## src/rtl/riscv_sim_monitor.sv

```systemverilog
`timescale 1ns/1ps
// riscv_sim_monitor: end-of-test monitor for the riscv_soc harness.
// Shadows a window of GPRs from the register-file write-back port, reports
// value changes, and decides done/pass/timeout for the finish logic.
//
// state      | meaning
// -----------+-----------------------------------------------------------
// ST_IDLE    | waiting for en; shadows track writes, no change events
// ST_RUN     | test running; cyc_cnt counts, change events, done/watchdog
// ST_DONE    | DONE_REG written nonzero; pass latched; shadows frozen
// ST_TIMEOUT | watchdog expired before done; pass=0; shadows frozen
module riscv_sim_monitor #(
  parameter int XLEN           = 32,
  parameter int NUM_WATCH      = 3,
  parameter int WATCH_BASE     = 27,
  parameter int DONE_REG       = 26,
  parameter int PASS_REG       = 27,
  parameter int TIMEOUT_CYCLES = 10000,
  parameter int CNT_W          = 32,
  parameter int IDX_W          = 5
) (
  input  logic                      clk,
  input  logic                      rst_n,
  input  logic                      en,
  input  logic                      clr,
  input  logic                      wb_we,
  input  logic [4:0]                wb_waddr,
  input  logic [XLEN-1:0]           wb_wdata,
  output logic [NUM_WATCH*XLEN-1:0] watch_data,
  output logic                      chg_vld,
  output logic [IDX_W-1:0]          chg_idx,
  output logic [XLEN-1:0]           chg_data,
  output logic [CNT_W-1:0]          cyc_cnt,
  output logic                      busy,
  output logic                      done,
  output logic                      pass,
  output logic                      timeout
);

  typedef enum logic [1:0] {ST_IDLE, ST_RUN, ST_DONE, ST_TIMEOUT} state_t;

  // Last RUN cycle before the watchdog fires; unused when the watchdog is off.
  localparam logic [CNT_W-1:0] TO_LAST =
    (TIMEOUT_CYCLES == 0) ? '0 : CNT_W'(TIMEOUT_CYCLES - 1);

  state_t                           state_q, state_d;
  logic [NUM_WATCH-1:0][XLEN-1:0]   shadow_q;
  logic                             pass_sh_q;   // pass shadow == 1
  logic                             wr_ok;
  logic                             upd_en;
  logic                             win_hit;
  logic [IDX_W-1:0]                 win_idx;
  logic [XLEN-1:0]                  win_cur;
  logic                             done_hit;
  logic                             pass_wr;
  logic                             pass_next;
  logic                             wd_hit;
  logic                             run;

  // x0 writes never count for anything.
  assign wr_ok     = wb_we && (wb_waddr != 5'd0);
  assign run       = (state_q == ST_RUN);
  assign upd_en    = ((state_q == ST_IDLE) || run) && !clr;
  assign done_hit  = wr_ok && (wb_waddr == 5'(DONE_REG)) && (wb_wdata != '0);
  assign pass_wr   = wr_ok && (wb_waddr == 5'(PASS_REG));
  // When the done register doubles as the pass register, judge the data being written.
  assign pass_next = (DONE_REG == PASS_REG) ? (wb_wdata == XLEN'(1)) : pass_sh_q;
  assign wd_hit    = (TIMEOUT_CYCLES != 0) && (cyc_cnt == TO_LAST);

  assign watch_data = shadow_q;
  assign busy       = run;

  // Window decode: which watched slot (if any) this write targets.
  always_comb begin
    win_hit = 1'b0;
    win_idx = '0;
    win_cur = '0;
    for (int i = 0; i < NUM_WATCH; i++) begin
      if (wr_ok && (wb_waddr == 5'(WATCH_BASE + i))) begin
        win_hit = 1'b1;
        win_idx = IDX_W'(i);
        win_cur = shadow_q[i];
      end
    end
  end

  // State register.
  always_ff @(posedge clk or negedge rst_n) begin
    if (!rst_n) state_q <= ST_IDLE;
    else        state_q <= state_d;
  end

  // Next-state logic; clr beats everything, done beats the watchdog.
  always_comb begin
    state_d = state_q;
    if (clr) begin
      state_d = ST_IDLE;
    end else begin
      case (state_q)
        ST_IDLE: if (en) state_d = ST_RUN;
        ST_RUN: begin
          if (done_hit)    state_d = ST_DONE;
          else if (wd_hit) state_d = ST_TIMEOUT;
        end
        default: state_d = state_q;
      endcase
    end
  end

  // RUN cycle counter: cleared on RUN entry, saturating, frozen elsewhere.
  always_ff @(posedge clk or negedge rst_n) begin
    if (!rst_n)                          cyc_cnt <= '0;
    else if (clr)                        cyc_cnt <= '0;
    else if ((state_q == ST_IDLE) && en) cyc_cnt <= '0;
    else if (run && (cyc_cnt != '1))     cyc_cnt <= cyc_cnt + 1'b1;
  end

  // Shadow copies of the watched window and the pass register.
  always_ff @(posedge clk or negedge rst_n) begin
    if (!rst_n) begin
      shadow_q  <= '0;
      pass_sh_q <= 1'b0;
    end else if (clr) begin
      shadow_q  <= '0;
      pass_sh_q <= 1'b0;
    end else if (upd_en) begin
      for (int i = 0; i < NUM_WATCH; i++) begin
        if (wr_ok && (wb_waddr == 5'(WATCH_BASE + i))) shadow_q[i] <= wb_wdata;
      end
      if (pass_wr) pass_sh_q <= (wb_wdata == XLEN'(1));
    end
  end

  // Change event: pulse only on a real value change during RUN.
  always_ff @(posedge clk or negedge rst_n) begin
    if (!rst_n) begin
      chg_vld  <= 1'b0;
      chg_idx  <= '0;
      chg_data <= '0;
    end else if (clr) begin
      chg_vld  <= 1'b0;
      chg_idx  <= '0;
      chg_data <= '0;
    end else begin
      chg_vld <= run && win_hit && (wb_wdata != win_cur);
      if (run && win_hit && (wb_wdata != win_cur)) begin
        chg_idx  <= win_idx;
        chg_data <= wb_wdata;
      end
    end
  end

  // Sticky verdict flags, set on the RUN exit edge.
  always_ff @(posedge clk or negedge rst_n) begin
    if (!rst_n) begin
      done    <= 1'b0;
      pass    <= 1'b0;
      timeout <= 1'b0;
    end else if (clr) begin
      done    <= 1'b0;
      pass    <= 1'b0;
      timeout <= 1'b0;
    end else if (run) begin
      if (done_hit) begin
        done <= 1'b1;
        pass <= pass_next;
      end else if (wd_hit) begin
        timeout <= 1'b1;
        pass    <= 1'b0;
      end
    end
  end

endmodule

```

## config.mk

```make
export PLATFORM = sky130hd
export DESIGN_NAME = riscv_sim_monitor
export DESIGN_NICKNAME = d
export VERILOG_FILES = /design/src/rtl/riscv_sim_monitor.sv
export SDC_FILE = /design/constraint.sdc
export NUM_CORES = 1
export LEC_CHECK = 0
export CAP_MARGIN = 25
export CORE_ASPECT_RATIO = 0.7
export CORE_MARGIN = 2
export CORE_UTILIZATION = 35
export DETAILED_ROUTE_END_ITERATION = 7
export GPL_ROUTABILITY_DRIVEN = 0
export SLEW_MARGIN = 20
export SYNTH_ARGS = -nofsm -noshare
export SYNTH_HDL_FRONTEND = slang
export SYNTH_SLANG_ARGS = --single-unit
```

## constraint.sdc

```tcl
create_clock -name clk -period 5.3 [get_ports clk]
set_input_delay 0.795 -clock clk [delete_from_list [all_inputs] [get_ports clk]]
set_output_delay 0.795 -clock clk [all_outputs]
set_load 0.01 [all_outputs]
```

==> metrics, run 1 <==
Layout area overhead=34.4%; RSZ-0062 raised after global routing=false; clk slew on worst S/H paths=60 ps; Worst IR Drop VDD=215 uV; final wirelength=30.9 mm; Worst Hold Class=in2async; Die Y-Extent=136 microns; PD cells=262 nW/um^2; worst slew pin tran=862 ps; Seq cells post-synth=169; Critical Path RT=5640 ps; antenna-violating nets left=0; first drt pass iteration count=5; Most used DFF post-synth=dfrtp_1; Via-to-Cell Ratio=5.40; Static Leak=4.81 nW; largest net degree at the start of global routing=91; # setup viols final=0; hold buffer count at CTS=0; H-Tree Depth=4; die width=193 microns; dpl cells=1461; DRC viols=0; hold_ws=444 ps; share of cells above drive strength 1=5.82%; crit path max fanout=16; # rows=48; synthesized cell area=8710 sq um; Total GRT Usage=24.1%; grt ovf=0; First DRT Iteration DRCs=872; Ant. Diodes=0; crit end category=flip-flop; CTS tree=built; total CTS buffers=17; WL/cell=20.7 microns; Yosys cell types=52; Avg Cell Area, Syn=9.00 sq um; first-pass GRT wire length=47.3 mm; Post-CTS Setup Inserts=0; clk root buf=clkbuf_16; Starting Density=35.5%; Max Freq=227 MHz; critical path arrival=4750 ps; Final Hold Viols=0; Port Buffers=208; most frequent cell after synthesis=nand2_1; Filler Cells Inserted=2333; number of global-route vias before repair=7590; antenna violations before repair=0; Die ar.=26200 sq um; Slew Limit Fails=0; yosys warns=0; max_cap viols=0; Area contributors post-synth=dfrtp_1, nand2_1, nand2b_1; nets=1198; clock buffer depth=2; Core Region=24600 sq um; num ports=212; Mapped Cells=968; fin crit share=83.0%; Post-synth EDFFs=0; post-cts resize count=0; FFs w/ async S/R, synth=100%; post-DP HPWL=22.6 mm; fin crit period=4400 ps; fin cells=1493; Crit Path Category=in2reg; clk sinks=169; status=finished clean; Via Count=8060; clk_skew=9.40 ps; leading area contributor after synthesis=dfrtp_1; post-synthesis sequential area ratio=48.6%; crit start category=primary input; share of the synthesized area in the top cell type=48.6%; slew margin rel.=42.5%; most frequent cells after synthesis=nand2_1, dfrtp_1, a21oi_1, nor2_1, nand2b_1; worst skew pair latency=430 ps; Setup TNS=0 ps
-- state kept, by name, indices dropped and copies added, names as in the netlist --
register    flops
cyc_cnt        32
chg_vld         1
chg_idx         2
pass_next       1
pass            1
done            1
timeout         1
state_q         2
chg_data       32
watch_data     96
-- cell families (layout without fill, tap and decap cells) --
kind of cell    count (synthesis)  after routing  share of synthesized area, %
simple gates                  462            462                          25.4
other cells                     1              3                        0.0431
xor+xnor                       45             45                          4.53
buf+inv                        72            270                          4.28
compound gates                171            171                          11.5
flops                         169            169                          48.6
mux                            47             47                          5.55
fa+ha+maj                       1              1                         0.144
-- through the flow --
| step | util [%] | cell area, sq um | worst slack [ps] | total power [mW] |
|---|---|---|---|---|
| 3_5_place_dp | 44.9 | 11000 | 488 | 1.67 |
| 4_1_cts | 47.7 | 11700 | 926 | 3.09 |
| 5_1_grt | 47.7 | 11700 | 684 | 3.17 |
| 6_report | 47.7 | 11700 | 899 | 3.07 |
| 3_3_place_gp | 44.9 | 11000 | 573 | 1.67 |
| 2_1_floorplan | - | 8720 | 2020 | 1.48 |
-- final cells by class --
cell class / instances / area (sq um) / area share, %
repair buffers: 226 / 2230 / 19.0
multi-input cells: 729 / 4130 / 35.3
clock buffers: 20 / 447 / 3.82
well taps: 325 / 407 / 3.47
clock inverters: 12 / 221 / 1.89
inverters: 12 / 45.0 / 0.385
flip-flops and latches: 169 / 4230 / 36.1
-- report_power, final --
| group | internal, mW | leakage [nW] | switching [mW] | total, mW |
|---|---|---|---|---|
| logic | 0.120 | 2.17 | 0.180 | 0.300 |
| registers | 1.32 | 2.33 | 0.0338 | 1.35 |
| clock network | 0.896 | 0.316 | 0.523 | 1.42 |
-- path summary, 6_finish.rpt --
check / depth (start not counted) / slack (ps) / to / start
setup / recovery: 10 / 900 / chg_data[12]$_DFFE_PN0P_ / wb_waddr[2]
hold / removal: 1 / 440 / chg_vld$_DFF_PN0_ / rst_n
setup reg to reg: 8 / 2220 / chg_data[12]$_DFFE_PN0P_ / watch_data[53]$_DFFE_PN0P_
hold reg to reg: 2 / 520 / pass$_DFFE_PN0P_ / pass$_DFFE_PN0P_
max in group asynchronous: 2 / 3730 / watch_data[18]$_DFFE_PN0P_ / rst_n
min in group clk: 2 / 520 / pass$_DFFE_PN0P_ / pass$_DFFE_PN0P_
-- layout by cell type (no fill, tap or decap), drive strengths merged, types with 5 or more instances in the layout --
master and instances:
or4 7, nand2 195, clkdlybuf4s50 206, and3 23, a21oi 78, inv 12
bufinv 6, clkbuf 20, o22ai 20, buf 20, nor2b 7, or3 8
dfrtp 169, nor2 80, nor3 22, xnor2 30, nand3 13, nor4 13
and2 8, nand4 10, nand2b 67, xor2 15, o21ai 43, a22oi 5
mux2i 37, o2bb2ai 6, a221oi 6, mux2 10
-- per-layer routing --
metal  wire [microns]  GRT usage [%]  share of wire [%]
met3             3150           7.20                 10
met1            14900           37.8                 48
met5                0              0                  0
met2            12600           32.0                 41
met4              360           5.17                1.2
-- worst max-delay path, stage by stage --
cell             delay, ps
clkdlybuf4s50_1        500
nand4b_1               400
nor2_1                 610
a221oi_1               210
mux2_1                 340
or4_1                  530
nor4_1                 250
a221o_2                590
buf_4                  310
mux2i_1                200
(Power assumes the default switching activity.)
==> run 2: changes to the inputs <==
Clock period 5.3 ns to 4.4 ns, I/O delays scaled along.
==> run 2 against run 1 <==
Effect of this change:
- critical path depth did not move
- total power is 14% higher
- routed wire length fell by 0.25%
- via count decreased by 0.43%
- sequential share of layout area grew 0.062 points
- die area unchanged
- worst hold slack worse by 230 ps
- core utilization is 0.082 points lower
- register-to-register slack got worse by 670 ps
- critical endpoint is now chg_data[9]$_DFFE_PN0P_
==> metrics, run 2 (synthesis results as in run 1) <==
crit start category=primary input; commonest non-fill, non-tap cell in the layout=clkdlybuf4s50_1; FF-to-FF Start=watch_data[39]$_DFFE_PN0P_; Post-CTS Setup Inserts=0 (unchanged); Layout area overhead=34.2%; die width=193 microns (unchanged); first drt pass iteration count=7 (+2); part of the power in registers=46.6% (+2.6 points); Worst Hold Class=in2async; Worst IR Drop VDD=253 uV (+18%); clock group share of total power=42.9% (-3.3 points); buffers and inverters on the worst path=2 (unchanged); num ports=212 (unchanged); number of global-route vias before repair=7650 (+0.79%); First DRT Iteration DRCs=668 (-23%); largest net degree at the start of global routing=70 (-23%); most frequent cells in the layout=clkdlybuf4s50_1, nand2_1, dfrtp_1, a21oi_1, nor2_1; share of cells above drive strength 1=6.55% (+0.73 points); worst skew pair latency=440 ps (about the same); flop2flop setup slack=1550 ps (-670 ps); # rows=48 (unchanged); Crit. path cell count=10 (unchanged); Starting Density=35.5% (unchanged); Largest register FFs=96 (unchanged); P_int=2.54 mW (+9.1%); fraction of power consumed by combinational cells=10.5% (+0.7 points); P_sw=0.942 mW (+28%); clk sinks=169 (unchanged); Final Hold Viols=0 (unchanged); slowest stage cell, crit path=nor2_1; worst-case reg-to-reg path depth=8 (unchanged); critical path arrival=4160 ps (-590 ps); worst slew pin tran=721 ps (-142 ps); WL/cell=20.6 microns (-0.78%); first-pass GRT wire length=46.9 mm (-0.66%); Ant. Diodes=0 (unchanged); grt ovf=0 (unchanged); status=finished clean; RSZ-0062 raised after global routing=false; switching share of power=27.0% (+3.0 points); total CTS buffers=17 (unchanged); Die Y-Extent=136 microns (unchanged); Static Leak=4.81 nW (about the same); post-cts resize count=0 (unchanged); Crit Path Category=in2reg; Critical Path RT=4750 ps (-890 ps); Finished Cell Area=11700 sq um (-0.17%); Slew Limit Fails=0 (unchanged); clk root buf=clkbuf_16; clock buffer depth=2 (unchanged); Core Region=24600 sq um (unchanged); Die ar.=26200 sq um (unchanged); antenna violations before repair=0 (unchanged); antenna-violating nets left=0 (unchanged); final wirelength=30.9 mm (-0.25%); Setup TNS=0 ps (unchanged); clk_skew=10.7 ps (+1.32 ps); dpl cells=1469 (+0.55%); CP delay by family, top=simple AND/OR/NAND/NOR gates; hold buffer count at CTS=0 (unchanged); Max Freq=263 MHz; Cell Area, Placed=11100 sq um (+0.66%); PD cells=298 nW/um^2 (+14%); fin cells=1501 (+0.54%); post-DP HPWL=22.6 mm (about the same); fin crit period=3810 ps; worst path cell trace=clkdlybuf4s50_1 -> nand4b_2 -> nor2_1 -> a22oi_1 -> xnor2_1 -> or4_1 -> nor4_1 -> a221o_2 -> buf_4 -> mux2i_1; reg2reg end=chg_data[9]$_DFFE_PN0P_; # setup viols final=0 (unchanged); H-Tree Depth=4 (unchanged); DRC viols=0 (unchanged); CTS tree=built; slew margin rel.=51.8% (+9.3 points); crit end category=flip-flop; max_cap viols=0 (unchanged); nets=1206 (+0.67%); Via-to-Cell Ratio=5.35 (-0.96%); Via Count=8025 (-0.43%); fin crit share=86.6%; clk slew on worst S/H paths=70 ps (about the same); slowest stage delay, CP=530 ps (-80 ps); Port Buffers=208 (unchanged); Total GRT Usage=23.8% (-0.29 points); crit path max fanout=13 (-3)
run 2: cell types whose count changed in the layout (fill, tap and decap cells not counted):
cell        delta
clkinvlp_4     -1
clkinv_4       +2
inv_6          +7
clkinv_2       -2
bufinv_16      -5
buf_12         +1
buf_4          +7
clkbuf_1       -1
run 2: stage by stage:
step / power [mW] / hold WS, ps / setup slack [ps] / util [%]
3_5_place_dp: 2.02 / 517 / 149 / 45.2
2_1_floorplan: 1.79 / 364 / 1260 / -
4_1_cts: 3.51 / 254 / 589 / 47.6
3_3_place_gp: 2.02 / 505 / 265 / 45.2
6_report: 3.49 / 217 / 591 / 47.6
5_1_grt: 3.61 / 273 / 289 / 47.6
run 2: worst max-delay path by stage:
stage | from | to | slack (ps)
6_report | wb_waddr[1] | chg_data[9]$_DFFE_PN0P_ | 590
5_1_grt | wb_waddr[1] | chg_data[9]$_DFFE_PN0P_ | 290
4_1_cts | wb_waddr[1] | chg_data[0]$_DFFE_PN0P_ | 590
3_5_place_dp | wb_waddr[1] | chg_data[5]$_DFFE_PN0P_ | 150
3_3_place_gp | wb_waddr[4] | chg_data[5]$_DFFE_PN0P_ | 260
2_1_floorplan | wb_waddr[2] | chg_idx[0]$_DFFE_PN0P_ | 1260
run 2: per-layer routing:
metal	vias to the layer above	part of all wire, %	global-route usage (%)
met5	-	0	0
met4	0	1.3	5.89
met2	384	40	32.2
li1	3700	-	-
met3	29	9.8	6.97
met1	3912	48	36.7
run 2: layout make-up:
cell class / instances / area, sq um
Clock buffer: 19 / 443
Clock inverter: 13 / 133
Fill cell: 2288 / 12900
Inverter: 12 / 45.0
Multi-Input combinational cell: 729 / 4130
Sequential cell: 169 / 4230
Tap cell: 325 / 407
Timing Repair Buffer: 234 / 2300
run 2: power groups by stage:
stage	registers, mW	logic, mW	clock network, mW
after global routing	1.63	0.397	1.59
after CTS	1.62	0.368	1.52
after floorplan	1.65	0.134	0
after detailed placement	1.65	0.366	0
after global placement	1.65	0.364	0
final	1.62	0.367	1.49
